===== src/rtl/div_32bit_ctrl_if.sv =====
// Handshake and operand/result bundle between the MiniMIPS control unit and
// the multi-cycle divider. The control unit is the master side.
interface div_32bit_ctrl_if;
    logic        start;
    logic        is_signed;
    logic [31:0] dividend;
    logic [31:0] divisor;
    logic        busy;
    logic        done;
    logic [31:0] quotient;
    logic [31:0] remainder;
    logic        div_by_zero;

    modport master (
        output start, is_signed, dividend, divisor,
        input  busy, done, quotient, remainder, div_by_zero
    );

    modport slave (
        input  start, is_signed, dividend, divisor,
        output busy, done, quotient, remainder, div_by_zero
    );
endinterface


===== src/rtl/div_32bit_ctrl.sv =====
// Restoring shift-subtract 32-bit divider for div/divu. It produces one quotient
// bit per cycle, and every subtraction goes through the single sub_32bit instance.
module sub_32bit (
    input  logic [31:0] a_i,
    input  logic [31:0] b_i,
    input  logic        bin_i,
    output logic [31:0] diff_o,
    output logic        bout_o
);
    assign {bout_o, diff_o} = {1'b0, a_i} - {1'b0, b_i} - {32'd0, bin_i};
endmodule

module div_32bit_ctrl (
    input  logic              clk,
    input  logic              reset,
    div_32bit_ctrl_if.slave   bus
);
    typedef enum logic [2:0] {
        S_IDLE, S_RUN, S_FIX_Q, S_FIX_R, S_ZERO, S_DONE
    } state_t;

    state_t      state_q;
    logic [31:0] r_q, q_q, d_q;
    logic [4:0]  cnt_q;
    logic        d_bin_q, neg_q_q, neg_r_q;
    logic        busy_q, done_q, dbz_q;
    logic [31:0] quotient_q, remainder_q;

    logic [31:0] sub_a, sub_b, sub_diff;
    logic        sub_bin, sub_bout;
    logic [31:0] shift_val, r_step_d, q_step_d;
    logic        step_ge, neg_a, neg_d;

    sub_32bit u_sub (
        .a_i    (sub_a),
        .b_i    (sub_b),
        .bin_i  (sub_bin),
        .diff_o (sub_diff),
        .bout_o (sub_bout)
    );

    // A negative divisor is stored as ~divisor with a borrow-in of 1, so that
    // x - |divisor| = x - ~divisor - 1 needs no separate negation.
    // In IDLE/DONE the subtractor is free, so it forms 0 - dividend for the
    // capture.
    always_comb begin
        // NOTE: every always_comb output gets a default first so no latch is inferred.
        sub_a   = '0;
        sub_b   = bus.dividend;
        sub_bin = 1'b0;
        unique case (state_q)
            S_RUN: begin
                sub_a   = shift_val;
                sub_b   = d_q;
                sub_bin = d_bin_q;
            end
            S_FIX_Q: sub_b = q_q;
            S_FIX_R: sub_b = r_q;
            default: ;
        endcase
    end

    assign shift_val = {r_q[30:0], q_q[31]};
    assign step_ge   = r_q[31] | ~sub_bout;
    assign r_step_d  = step_ge ? sub_diff : shift_val;
    assign q_step_d  = {q_q[30:0], step_ge};
    assign neg_a     = bus.is_signed & bus.dividend[31];
    assign neg_d     = bus.is_signed & bus.divisor[31];

    // NOTE: sequential state uses non-blocking assignments only. Reset clears all
    // of it, including the datapath registers.
    always_ff @(posedge clk or posedge reset) begin
        if (reset) begin
            state_q     <= S_IDLE;
            r_q         <= '0;
            q_q         <= '0;
            d_q         <= '0;
            cnt_q       <= '0;
            d_bin_q     <= 1'b0;
            neg_q_q     <= 1'b0;
            neg_r_q     <= 1'b0;
            busy_q      <= 1'b0;
            done_q      <= 1'b0;
            dbz_q       <= 1'b0;
            quotient_q  <= '0;
            remainder_q <= '0;
        end else begin
            unique case (state_q)
                S_IDLE, S_DONE: begin
                    done_q  <= 1'b0;
                    state_q <= S_IDLE;
                    if (bus.start) begin
                        r_q     <= '0;
                        cnt_q   <= '0;
                        neg_q_q <= neg_a ^ neg_d;
                        neg_r_q <= neg_a;
                        d_q     <= neg_d ? ~bus.divisor : bus.divisor;
                        d_bin_q <= neg_d;
                        if (bus.divisor == 32'd0) begin
                            q_q     <= bus.dividend;
                            state_q <= S_ZERO;
                        end else begin
                            q_q     <= neg_a ? sub_diff : bus.dividend;
                            busy_q  <= 1'b1;
                            state_q <= S_RUN;
                        end
                    end
                end
                S_RUN: begin
                    r_q   <= r_step_d;
                    q_q   <= q_step_d;
                    cnt_q <= cnt_q + 5'd1;
                    if (cnt_q == 5'd31) state_q <= S_FIX_Q;
                end
                S_FIX_Q: begin
                    if (neg_q_q) q_q <= sub_diff;
                    state_q <= S_FIX_R;
                end
                S_FIX_R: begin
                    quotient_q  <= q_q;
                    remainder_q <= neg_r_q ? sub_diff : r_q;
                    dbz_q       <= 1'b0;
                    done_q      <= 1'b1;
                    busy_q      <= 1'b0;
                    state_q     <= S_DONE;
                end
                S_ZERO: begin
                    quotient_q  <= 32'hFFFF_FFFF;
                    remainder_q <= q_q;
                    dbz_q       <= 1'b1;
                    done_q      <= 1'b1;
                    state_q     <= S_DONE;
                end
                default: state_q <= S_IDLE;
            endcase
        end
    end

    assign bus.busy        = busy_q;
    assign bus.done        = done_q;
    assign bus.quotient    = quotient_q;
    assign bus.remainder   = remainder_q;
    assign bus.div_by_zero = dbz_q;
endmodule


===== src/flat_wrapper.sv =====
// flat-port wrapper written by rule: the top's interface ports become plain ports
module div_32bit_ctrl_flat 
  (clk, reset, bus_start, bus_is_signed, bus_dividend, bus_divisor, bus_busy, bus_done, bus_quotient, bus_remainder, bus_div_by_zero);
  div_32bit_ctrl_if bus_i ();
  input  logic clk;
  input  logic reset;
  input wire logic [$bits(bus_i.start)-1:0] bus_start;
  input wire logic [$bits(bus_i.is_signed)-1:0] bus_is_signed;
  input wire logic [$bits(bus_i.dividend)-1:0] bus_dividend;
  input wire logic [$bits(bus_i.divisor)-1:0] bus_divisor;
  output wire logic [$bits(bus_i.busy)-1:0] bus_busy;
  output wire logic [$bits(bus_i.done)-1:0] bus_done;
  output wire logic [$bits(bus_i.quotient)-1:0] bus_quotient;
  output wire logic [$bits(bus_i.remainder)-1:0] bus_remainder;
  output wire logic [$bits(bus_i.div_by_zero)-1:0] bus_div_by_zero;
  assign bus_i.start = bus_start;
  assign bus_i.is_signed = bus_is_signed;
  assign bus_i.dividend = bus_dividend;
  assign bus_i.divisor = bus_divisor;
  assign bus_busy = bus_i.busy;
  assign bus_done = bus_i.done;
  assign bus_quotient = bus_i.quotient;
  assign bus_remainder = bus_i.remainder;
  assign bus_div_by_zero = bus_i.div_by_zero;
  div_32bit_ctrl u_core (.clk(clk), .reset(reset), .bus(bus_i));
endmodule

===== config.mk =====
export PLATFORM = sky130hd
export DESIGN_NAME = div_32bit_ctrl_flat
export DESIGN_NICKNAME = d
export VERILOG_FILES = /design/src/rtl/div_32bit_ctrl_if.sv /design/src/rtl/div_32bit_ctrl.sv /design/src/flat_wrapper.sv
export SDC_FILE = /design/constraint.sdc
export NUM_CORES = 1
export LEC_CHECK = 0
export ABC_AREA = 0
export BUFFER_PORTS_ARGS = -buffer_cell sky130_fd_sc_hd__buf_4
export CAP_MARGIN = 20
export CELL_PAD_IN_SITES_DETAIL_PLACEMENT = 1
export CELL_PAD_IN_SITES_GLOBAL_PLACEMENT = 2
export CORE_ASPECT_RATIO = 2
export CORE_MARGIN = 2
export CORE_UTILIZATION = 35
export DETAILED_ROUTE_END_ITERATION = 8
export PLACE_DENSITY_LB_ADDON = 0.3
export SETUP_SLACK_MARGIN = 0.15
export SLEW_MARGIN = 0
export SYNTH_ARGS = -nofsm -noshare
export SYNTH_HDL_FRONTEND = slang
export SYNTH_SLANG_ARGS = --single-unit

===== constraint.sdc =====
create_clock -name clk -period 16.35 [get_ports clk]
set_input_delay 2.4525 -clock clk [delete_from_list [all_inputs] [get_ports clk]]
set_output_delay 2.4525 -clock clk [all_outputs]
set_load 0.03 [all_outputs]

## Word level (Yosys, flattened, before mapping)

Cells that the tools add are included.

- $add $sub $neg: 3
- Multipliers: 0
- Divide/modulo/power cells: 0
- Magnitude comparators: 0
- Eq/ne operators: 10
- Shifts and indexed selects: 0
- Muxes and demuxes: 26
- Bitwise logic cells: 6
- Reductions and logical operators: 13

Operators with widths:

| operator | number |
|---|---|
| 2-to-1 mux 32 bit | 9 |
| case mux 32 bit (2 select lines) | 3 |
| case mux 32 bit (3 select lines) | 2 |
| subtractor 32 x 32 -> 33 bit | 1 |
| subtractor 33 x 1 -> 33 bit | 1 |
| zero test 32 bit | 1 |
| NOT 32 bit | 1 |
| case mux 3 bit (4 select lines) | 1 |
| case mux 5 bit (2 select lines) | 1 |
| 2-to-1 mux 3 bit | 3 |
| nonzero test 2 bit | 4 |
| == test 3 x 2 -> 1 bit (second input constant) | 2 |
| == test 3 bit (second input constant) | 2 |
| case mux 1 bit (2 select lines) | 3 |
| AND reduction 3 bit | 2 |
| adder 5 x 1 -> 5 bit (second input constant) | 1 |
| == test 5 bit (second input constant) | 1 |
| 2-to-1 mux 5 bit | 1 |
| != test 2 x 1 -> 1 bit (second input constant) | 2 |
| != test 2 bit (second input constant) | 2 |
| AND reduction 2 bit | 2 |
| OR reduction 2 bit | 2 |
| == test 3 x 1 -> 1 bit (second input constant) | 1 |
| zero test 3 bit | 1 |
| other kinds (6) | 9 |

- Bits in registers: 174
- Latch bits: 0
- Memory bits (writable): 0
- ROM bits: 0
- Output and inout bits: 67
- Logic and storage cells: 71
- Memories: 0

## Logic depth before layout (Yosys ltp)

Gate-level depths: netlist (run 1).

- Depth in word-level cells: 8
- Mapped depth: 21

## Hierarchy

A second synthesis (run 1) with hierarchy kept.

- Cells, all modules: 1,437
- Area total of the unflattened synthesis: 12,489.5 um2

By module, submodules not included:

| module | times used | cells each | area each (um2) |
|---|---|---|---|
| div_32bit_ctrl | 1 | 1,074 | 9,992.1 |
| sub_32bit | 1 | 363 | 2,497.4 |

## Worst setup path before layout (run 1)

Ideal clock, no wire load.

- Path kind: input port to flip-flop
- Start point: input port bus_dividend[0]
- End point: register u_core.q_q[14]
- Setup time: 0.129 ns
- Data arrival time: 5.493 ns
- Data required time: 16.221 ns
- Slack: 10.729 ns
- Stages: 14
- Buffers on the path: 0
- Cell sequence: nor2b_1 a21oi_1 o21ai_0 fa_1 inv_1 fa_1 nand2b_1 a2111oi_0 nor3_1 o2111a_1 or3_1 and2_1 a221oi_1 a21oi_1

- Cells in the longest elaborated chain, start to end: 7
- Elaborated cells between the ends (all ways): 8

Ends and longest elaborated chain:

| item | line | RTL |
|---|---|---|
| start, declared | flat_wrapper.sv:9 | `input wire logic [$bits(bus_i.dividend)-1:0] bus_dividend;` |
| case mux 32 bit (3 select lines) (*) | div_32bit_ctrl.sv:51 | `unique case (state_q)` |
| subtractor 32 x 32 -> 33 bit (*) | div_32bit_ctrl.sv:10 | `assign {bout_o, diff_o} = {1'b0, a_i} - {1'b0, b_i} - {32'd0, bin_i};` |
| subtractor 33 x 1 -> 33 bit (*) | div_32bit_ctrl.sv:10 |  |
| 2-to-1 mux 32 bit | div_32bit_ctrl.sv:103 | `q_q <= neg_a ? sub_diff : bus.dividend;` |
| 2-to-1 mux 32 bit | div_32bit_ctrl.sv:99 | `if (bus.divisor == 32'd0) begin` |
| 2-to-1 mux 32 bit | div_32bit_ctrl.sv:92 | `if (bus.start) begin` |
| case mux 32 bit (3 select lines) (*) | div_32bit_ctrl.sv:88 | `unique case (state_q)` |
| end signal, assigned | div_32bit_ctrl.sv:100 | `q_q <= bus.dividend;` |
| end signal, assigned | div_32bit_ctrl.sv:103 |  |
| end signal, assigned | div_32bit_ctrl.sv:111 | `q_q <= q_step_d;` |
| end, declared | div_32bit_ctrl.sv:23 | `logic [31:0] r_q, q_q, d_q;` |

Every way passes the cells marked *; elsewhere a longest branch is shown, timed or not. The select of a mux whose other input is x is not followed.
A chain may end at the register's enable or synchronous reset.

## Worst setup path in the final report (run 1)

- Start point: register u_core.state_q[2]
- End point: register u_core.r_q[25]

- Cells in the longest elaborated chain, start to end: 8
- Elaborated cells between the ends (all ways): 18

Ends and longest elaborated chain:

| item | line | RTL |
|---|---|---|
| start, declared | div_32bit_ctrl.sv:22 | `state_t state_q;` |
| start signal, assigned | div_32bit_ctrl.sv:74 | `state_q <= S_IDLE;` |
| start signal, assigned | div_32bit_ctrl.sv:91 | `state_q <= S_IDLE;` |
| start signal, assigned | div_32bit_ctrl.sv:101 | `state_q <= S_ZERO;` |
| == test 3 x 2 -> 1 bit or == test 3 x 1 -> 1 bit (tied branches) | div_32bit_ctrl.sv:51, div_32bit_ctrl.sv:88 |  |
| case mux 32 bit (3 select lines) or 2-to-1 mux 32 bit (tied branches) | div_32bit_ctrl.sv:51 |  |
| subtractor 32 x 32 -> 33 bit | div_32bit_ctrl.sv:10 |  |
| subtractor 33 x 1 -> 33 bit | div_32bit_ctrl.sv:10 |  |
| NOT 1 bit | div_32bit_ctrl.sv:64 | `assign step_ge = r_q[31] \| ~sub_bout;` |
| OR 1 bit | div_32bit_ctrl.sv:64 |  |
| 2-to-1 mux 32 bit | div_32bit_ctrl.sv:65 | `assign r_step_d = step_ge ? sub_diff : shift_val;` |
| case mux 32 bit (2 select lines) | div_32bit_ctrl.sv:88 |  |
| end signal, assigned | div_32bit_ctrl.sv:110 | `r_q <= r_step_d;` |
| end, declared | div_32bit_ctrl.sv:23 |  |

Parallel ways exist; a longest one is shown, timed or not.

==> qor.yml, run 1 <==
sta:
  fmax_mhz: 161.2
  finalSetupTns_ns: 0
  hold_viol: 0
  period_share_pct: 37.94
  hold-worst-slack_ns: 0.4808
  fin_crit_ns: 6.203
  rsz0062_at_grt: "no"
  final_max_slew_viol_count: 0
  tightest_slew_ns: 1.105
  max_slew_margin_pct: 26.08
  setup_viol: 0
  fin_worst_skew_ns: 0.01211
cells_and_area:
  diodes: 0
  nNetsFinal: 1554
  drive_gt1_share_pct: 17.07
  fillers: 3923
  syn_to_final_growth_pct: 16.56
synth:
  syn_nets: 1481
  synth_warnings: 0
  synth-edff-count: 0
  ys_seq_elements: 174
  ys_seq_area_share_pct: 36.86
  yosys_most_used_dff: "dfrtp_1"
  synth.distinct_cells: 67
  syn_avg_cell_area_um2: 8.756
  synthDominantCellAreaShare_pct: 36.86
  synth_cells: 1349
  synth_top_area_cell: "dfrtp_1"
  async_flop_share_pct: 100.0
  synth.area.top_cells: "dfrtp_1 37%, ha_1 6.6%, o21ai_0 5.2%"
  netlist_area_um2: 11810
run:
  timing.max_cap.violations: 0
clock_tree:
  cts_tree: "done"
  cts_setup_buffers: 0
  cts_root_buffer: "clkbuf_16"
  cts_resized: 0
  cts_buffers: 17
  holdBufCountCts: 0
  clk_pin_slew_ns: 0.07
  clock-sinks: 174
  h-tree-depth: 4
  clock_path_buffers: 2
  clkLatencyLatePin_ns: 0.47
worst_setup_path:
  worstSetupEndpointType: "flop"
  r2r-start: "u_core.state_q[2]"
  reg2reg_setup_slack_ns: 10.15
  path_class: "reg2reg"
  cp_common_cell: "buf_4"
  cp.required_ns: 16.76
  cp.arrival_ns: 6.61
  cp_slowest_stage_delay_ns: 0.80
  cp-start-kind: "flop"
  rr_worst_depth: 17
  slowest_stage: "and2b_2"
  worst_r2r_endpoint: "u_core.r_q[25]"
  crit_chain: "buf_4 -> nor2b_2 -> and2b_2 -> buf_4 -> and2_1 -> fa_1 -> inv_1 -> fa_1 -> nand2b_1 -> a2111oi_0 -> or4_4 -> a211oi_4 -> nand2_2 -> nand3_1 -> buf_4 -> a21oi_1 -> a211o_1"
  crit_buf_inv: 4
  crit_fanout: 43
  critical_path.top_delay_family: "simple AND/OR/NAND/NOR gates"
global_route:
  track_usage_pct: 27.44
  grt_pass1_vias: 12340
  overflow: 0
  grt_max_degree: 120
  grt_pass1_wl_mm: 73.52
  antenna_found_initial: 0
die:
  die_w_um: 133.9
  start_util_pct: 35.36
  fp.dieH_um: 263.8
  core-area_um2: 33400
  rows: 95
  dieArea_um2: 35320
  ios: 135
route:
  vias: 11320
  ant_nets: 0
  drc: 0
  routedWlPerCell_um: 25.57
  dr.first_iter.drc_count: 616
  wl_mm: 47.84
  via_per_inst: 6.049
  drtPass1Iterations: 5
place:
  io_buffers: 134
  gp_congestion: 0.8702
  hpwl_mm: 33.61
worst_hold_path:
  whs_path_depth: 2
  hold_path_startpoint: "u_core.d_bin_q"
  hold_path_end: "u_core.d_bin_q"
  hold_path.class: "reg2reg"
outcome:
  status: "finished, final reports clean"
[cell families (layout without fill, tap and decap cells)]
group           Yosys count  in the layout  synth area share [%]
fa+ha+maj                64             64                 6.907
xor+xnor                 59             59                 4.375
compound gates          479            479                 27.40
flops                   174            174                 36.86
simple gates            350            350                 14.19
buf+inv                 173            259                 5.678
mux                      50             50                 4.576
[cell type report]
type | instances | area, um2 | area share [%]
clock buffers | 19 | 442.9 | 3.217
clock inverters | 13 | 155.1 | 1.127
inverters | 70 | 270.3 | 1.963
multi-input cells | 1002 | 6815 | 49.50
flip-flops and latches | 174 | 4355 | 31.64
well taps | 436 | 545.5 | 3.963
repair buffers | 157 | 1182 | 8.589
[state kept, by name (all words and copies together) (netlist names)]
name	count
u_core.cnt_q	5
u_core.bus.div_by_zero	1
u_core.neg_q_q	1
u_core.r_q	32
u_core.bus.done	1
u_core.bus.remainder	32
u_core.neg_r_q	1
u_core.d_bin_q	1
u_core.q_q	32
u_core.d_q	32
u_core.state_q	3
u_core.bus.busy	1
u_core.bus.quotient	32
[cell usage after synthesis (all sizes together) (8+ instances only)]
master,instances
xnor2,20
nand4,14
o21ai,122
a211oi,11
a31oi,12
nor4,10
dfrtp,174
clkbuf,80
a22oi,58
buf,23
a221o,39
nand2,132
and3,12
nor2b,36
a21oi,113
o22a,28
xor2,39
ha,62
and2,8
a22o,9
a221oi,25
nand3,34
mux2,32
nor2,66
mux2i,18
o211ai,14
a21o,10
inv,70
nor3,8
[per-stage QoR]
stage	util (%)	cells	cell area, um2	worst slack (ns)
6_report	41.22	1871	13770	10.15
5_1_grt	41.22	1871	13770	9.815
4_1_cts	41.18	1870	13760	10.08
3_5_place_dp	39.39	1838	13160	9.647
3_3_place_gp	39.39	1838	13160	9.730
2_1_floorplan	-	1349	11810	9.181
[worst max path at each step]
stage / start / endpoint / cells past startpoint
5_1_grt: u_core.state_q[2] / u_core.r_q[25] / 17
6_report: u_core.state_q[2] / u_core.r_q[25] / 17
4_1_cts: u_core.state_q[2] / u_core.r_q[25] / 17
2_1_floorplan: reset / u_core.bus.busy / 1
3_5_place_dp: bus_dividend[0] / u_core.r_q[25] / 16
3_3_place_gp: bus_dividend[0] / u_core.r_q[25] / 16
[worst register-to-register path: stages, from the launching register on]
cell       delay [ns]
dfrtp_1          0.42
buf_4            0.33
nor2b_2          0.21
and2b_2          0.80
buf_4            0.63
and2_1           0.24
fa_1             0.17
inv_1            0.07
fa_1             0.43
nand2b_1         0.17
a2111oi_0        0.73
or4_4            0.30
a211oi_4         0.08
nand2_2          0.15
nand3_1          0.50
buf_4            0.45
a21oi_1          0.33
a211o_1          0.14
[per-layer routing]
layer | part of all wire [%] | GRT usage (%) | vias to the layer above
li1 | - | - | 5100
met1 | 38 | 29.63 | 5811
met2 | 55 | 51.82 | 291
met3 | 3.0 | 3.032 | 115
met4 | 4.6 | 13.77 | 0
met5 | 0 | 0 | -
[placed cells by master, fill, tap and decap left out, types with 24 or more instances in the layout]
cell	count
nand2_1	128
inv_1	69
o22a_1	28
mux2_2	32
o21ai_0	122
dfrtp_1	173
xor2_1	39
nor2b_1	33
nor2_1	65
nand3_1	34
a22oi_1	58
a21oi_1	112
a221o_1	39
a221oi_1	24
ha_1	62
buf_4	156
Power of run 1 is left out: the tool's default activity adds up to more than one toggle a clock period on the data nets, which glitch-free logic cannot reach.
==> run 2: changes to the inputs <==
CORE_UTILIZATION = 33   (was 35)
clock period = 5.5 ns   (was 16.35 ns; I/O delays follow)
==> run 2 against run 1 <==
Effect of this change:
- die area is 5.9% higher
- first-iteration DRC count down 4.4%
- core utilization fell by 1.9 points
- maximum frequency is 23% higher
- setup slack worse by 9.7 ns
- register-to-register slack worse by 9.7 ns
- clock skew increased by 0.00074 ns
- count of clock-buffer cells in the layout unchanged
- global-route usage fell by 0.64 points
- wire length grew 1.8%
- sequential cell count did not move
- via count decreased by 0.34%
==> qor.yml, run 2 (same netlist as run 1, synthesis figures left out) <==
outcome:
  status: "finished, final reports clean"
global_route:
  grt_pass1_wl_mm: 74.46  # +1.3%
  antenna_found_initial: 0  # unchanged
  overflow: 0  # unchanged
  grt_max_degree: 175  # +46%
  track_usage_pct: 26.79  # -0.64 points
  grt_pass1_vias: 12170  # -1.4%
sta:
  finalSetupTns_ns: 0  # unchanged
  period_share_pct: 91.63  # +54 points
  max_slew_margin_pct: 25.28  # -0.79 points
  tightest_slew_ns: 1.117  # +0.01170 ns
  fin_crit_ns: 5.040  # -1.164 ns
  fmax_mhz: 198.4  # +23%
  final_max_slew_viol_count: 0  # unchanged
  rsz0062_at_grt: "no"
  setup_viol: 0  # unchanged
  fin_worst_skew_ns: 0.01285  # +0.0007377 ns
  hold_viol: 0  # unchanged
worst_setup_path:
  r2r-start: "u_core.state_q[1]"
  path_class: "reg2reg"
  cp_common_cell: "buf_4"
  rr_worst_depth: 18  # +1
  slowest_stage: "nor3_2"
  crit_fanout: 26  # -40%
  cp.required_ns: 5.91  # -10.85 ns
  worstSetupEndpointType: "flop"
  cp_slowest_stage_delay_ns: 0.82  # +0.02 ns
  reg2reg_setup_slack_ns: 0.46  # -9.69 ns
  cp-start-kind: "flop"
  worst_r2r_endpoint: "u_core.r_q[19]"
  crit_chain: "buf_4 -> and2b_2 -> buf_4 -> buf_4 -> nand2_1 -> ha_1 -> inv_1 -> ha_1 -> nand2_1 -> o22ai_1 -> a211oi_1 -> buf_4 -> a211oi_4 -> nand2_2 -> and3_1 -> nor3_2 -> buf_4 -> a221o_1"
  cp.arrival_ns: 5.45  # -1.16 ns
clock_tree:
  cts_tree: "done"
  holdBufCountCts: 0  # unchanged
  h-tree-depth: 4  # unchanged
  clock_path_buffers: 2  # unchanged
  cts_buffers: 17  # unchanged
  clkLatencyLatePin_ns: 0.47  # about the same
  cts_setup_buffers: 0  # unchanged
  cts_resized: 0  # unchanged
  cts_root_buffer: "clkbuf_16"
  clock-sinks: 174  # unchanged
  clk_pin_slew_ns: 0.07  # about the same
route:
  ant_nets: 0  # unchanged
  via_per_inst: 5.921  # -2.1%
  drc: 0  # unchanged
  routedWlPerCell_um: 25.56  # about the same
  wl_mm: 48.69  # +1.8%
  drtPass1Iterations: 5  # unchanged
  vias: 11280  # -0.34%
  dr.first_iter.drc_count: 589  # -4.4%
worst_hold_path:
  hold_path_startpoint: "u_core.bus.quotient[23]"
  hold_path_end: "u_core.bus.quotient[23]"
  hold_path.class: "reg2reg"
  whs_path_depth: 1  # -1
cells_and_area:
  fillers: 4189  # +6.8%
  regArea_um2: 4355  # unchanged
  final_common_cell: "dfrtp_1"
  layout_common_cells: "173 x dfrtp_1, 171 x buf_4, 128 x nand2_1, 122 x o21ai_0, 112 x a21oi_1"
  multi_input_area_um2: 6815  # unchanged
  nNetsFinal: 1573  # +1.2%
  syn_to_final_growth_pct: 18.38
  drive_gt1_share_pct: 18.16  # +1.1 points
place:
  hpwl_mm: 34.97  # +4.1%
  gp_congestion: 0.8748  # +0.53%
  io_buffers: 134  # unchanged
run:
  timing.max_cap.violations: 0  # unchanged
die:
  core-area_um2: 35560  # +6.5%
  die_w_um: 137.8  # +2.9%
  dieArea_um2: 37410  # +5.9%
  fp.dieH_um: 271.6  # +2.9%
  ios: 135  # unchanged
  rows: 98  # +3.2%
  start_util_pct: 33.22  # -2.1 points
-- run 2: cell count changes in the layout (fill, tap and decap cells not counted) --
cell / previous run / this run
buf_4: 156 / 171
buf_12: 0 / 5
buf_6: 1 / 0
clkinv_2: 1 / 2
clkinv_4: 4 / 3
diode_2: 0 / 1
inv_6: 2 / 3
inv_8: 3 / 2
-- run 2: cell type report --
type	count	area share [%]
diodes	1	0.01790
clock buffers	19	3.168
clock inverters	13	1.092
inverters	70	1.906
multi-input cells	1002	48.74
flip-flops and latches	174	31.15
well taps	450	4.027
repair buffers	176	9.897
-- run 2: per-layer routing --
layer	up-vias	GRT usage (%)	part of all wire (%)
met2	265	50.38	55
li1	5127	-	-
met1	5785	29.68	38
met4	0	11.31	3.9
met3	102	3.025	2.8
met5	-	0	0
-- run 2: how the worst max path moves through the flow --
stage	slack, ns	from	to
finish	0.46	u_core.state_q[1]	u_core.r_q[19]
floorplan	0.96	u_core.state_q[0]	u_core.q_q[14]
global route	0.16	u_core.state_q[1]	u_core.r_q[19]
CTS	0.51	u_core.state_q[1]	u_core.r_q[19]
detailed placement	0.53	bus_dividend[0]	u_core.r_q[19]
global placement	0.58	bus_dividend[0]	u_core.r_q[18]
-- run 2: metrics by stage --
| step | hold WS [ns] | instances | util, % | setup slack, ns | instance area (um2) |
|---|---|---|---|---|---|
| after floorplan | 0.4348 | 1349 | - | 0.9554 | 11820 |
| after global placement | 0.4734 | 1872 | 37.64 | 0.5806 | 13380 |
| after detailed placement | 0.4729 | 1872 | 37.64 | 0.5311 | 13380 |
| after CTS | 0.4981 | 1904 | 39.31 | 0.5134 | 13980 |
| after global routing | 0.5094 | 1904 | 39.31 | 0.1563 | 13980 |
| final | 0.4924 | 1905 | 39.32 | 0.4604 | 13980 |
-- run 2: critical path: cells and delay by family (launching register included) --
family | cells | cell delay, ns
AO/OA/AOI/OAI | 4 | 0.68
adder cells (fa/ha/maj) | 2 | 0.72
buffers and inverters | 6 | 1.37
flip-flops | 1 | 0.43
AND/OR/NAND/NOR | 6 | 1.74
Power of run 2 is left out for the same reason.
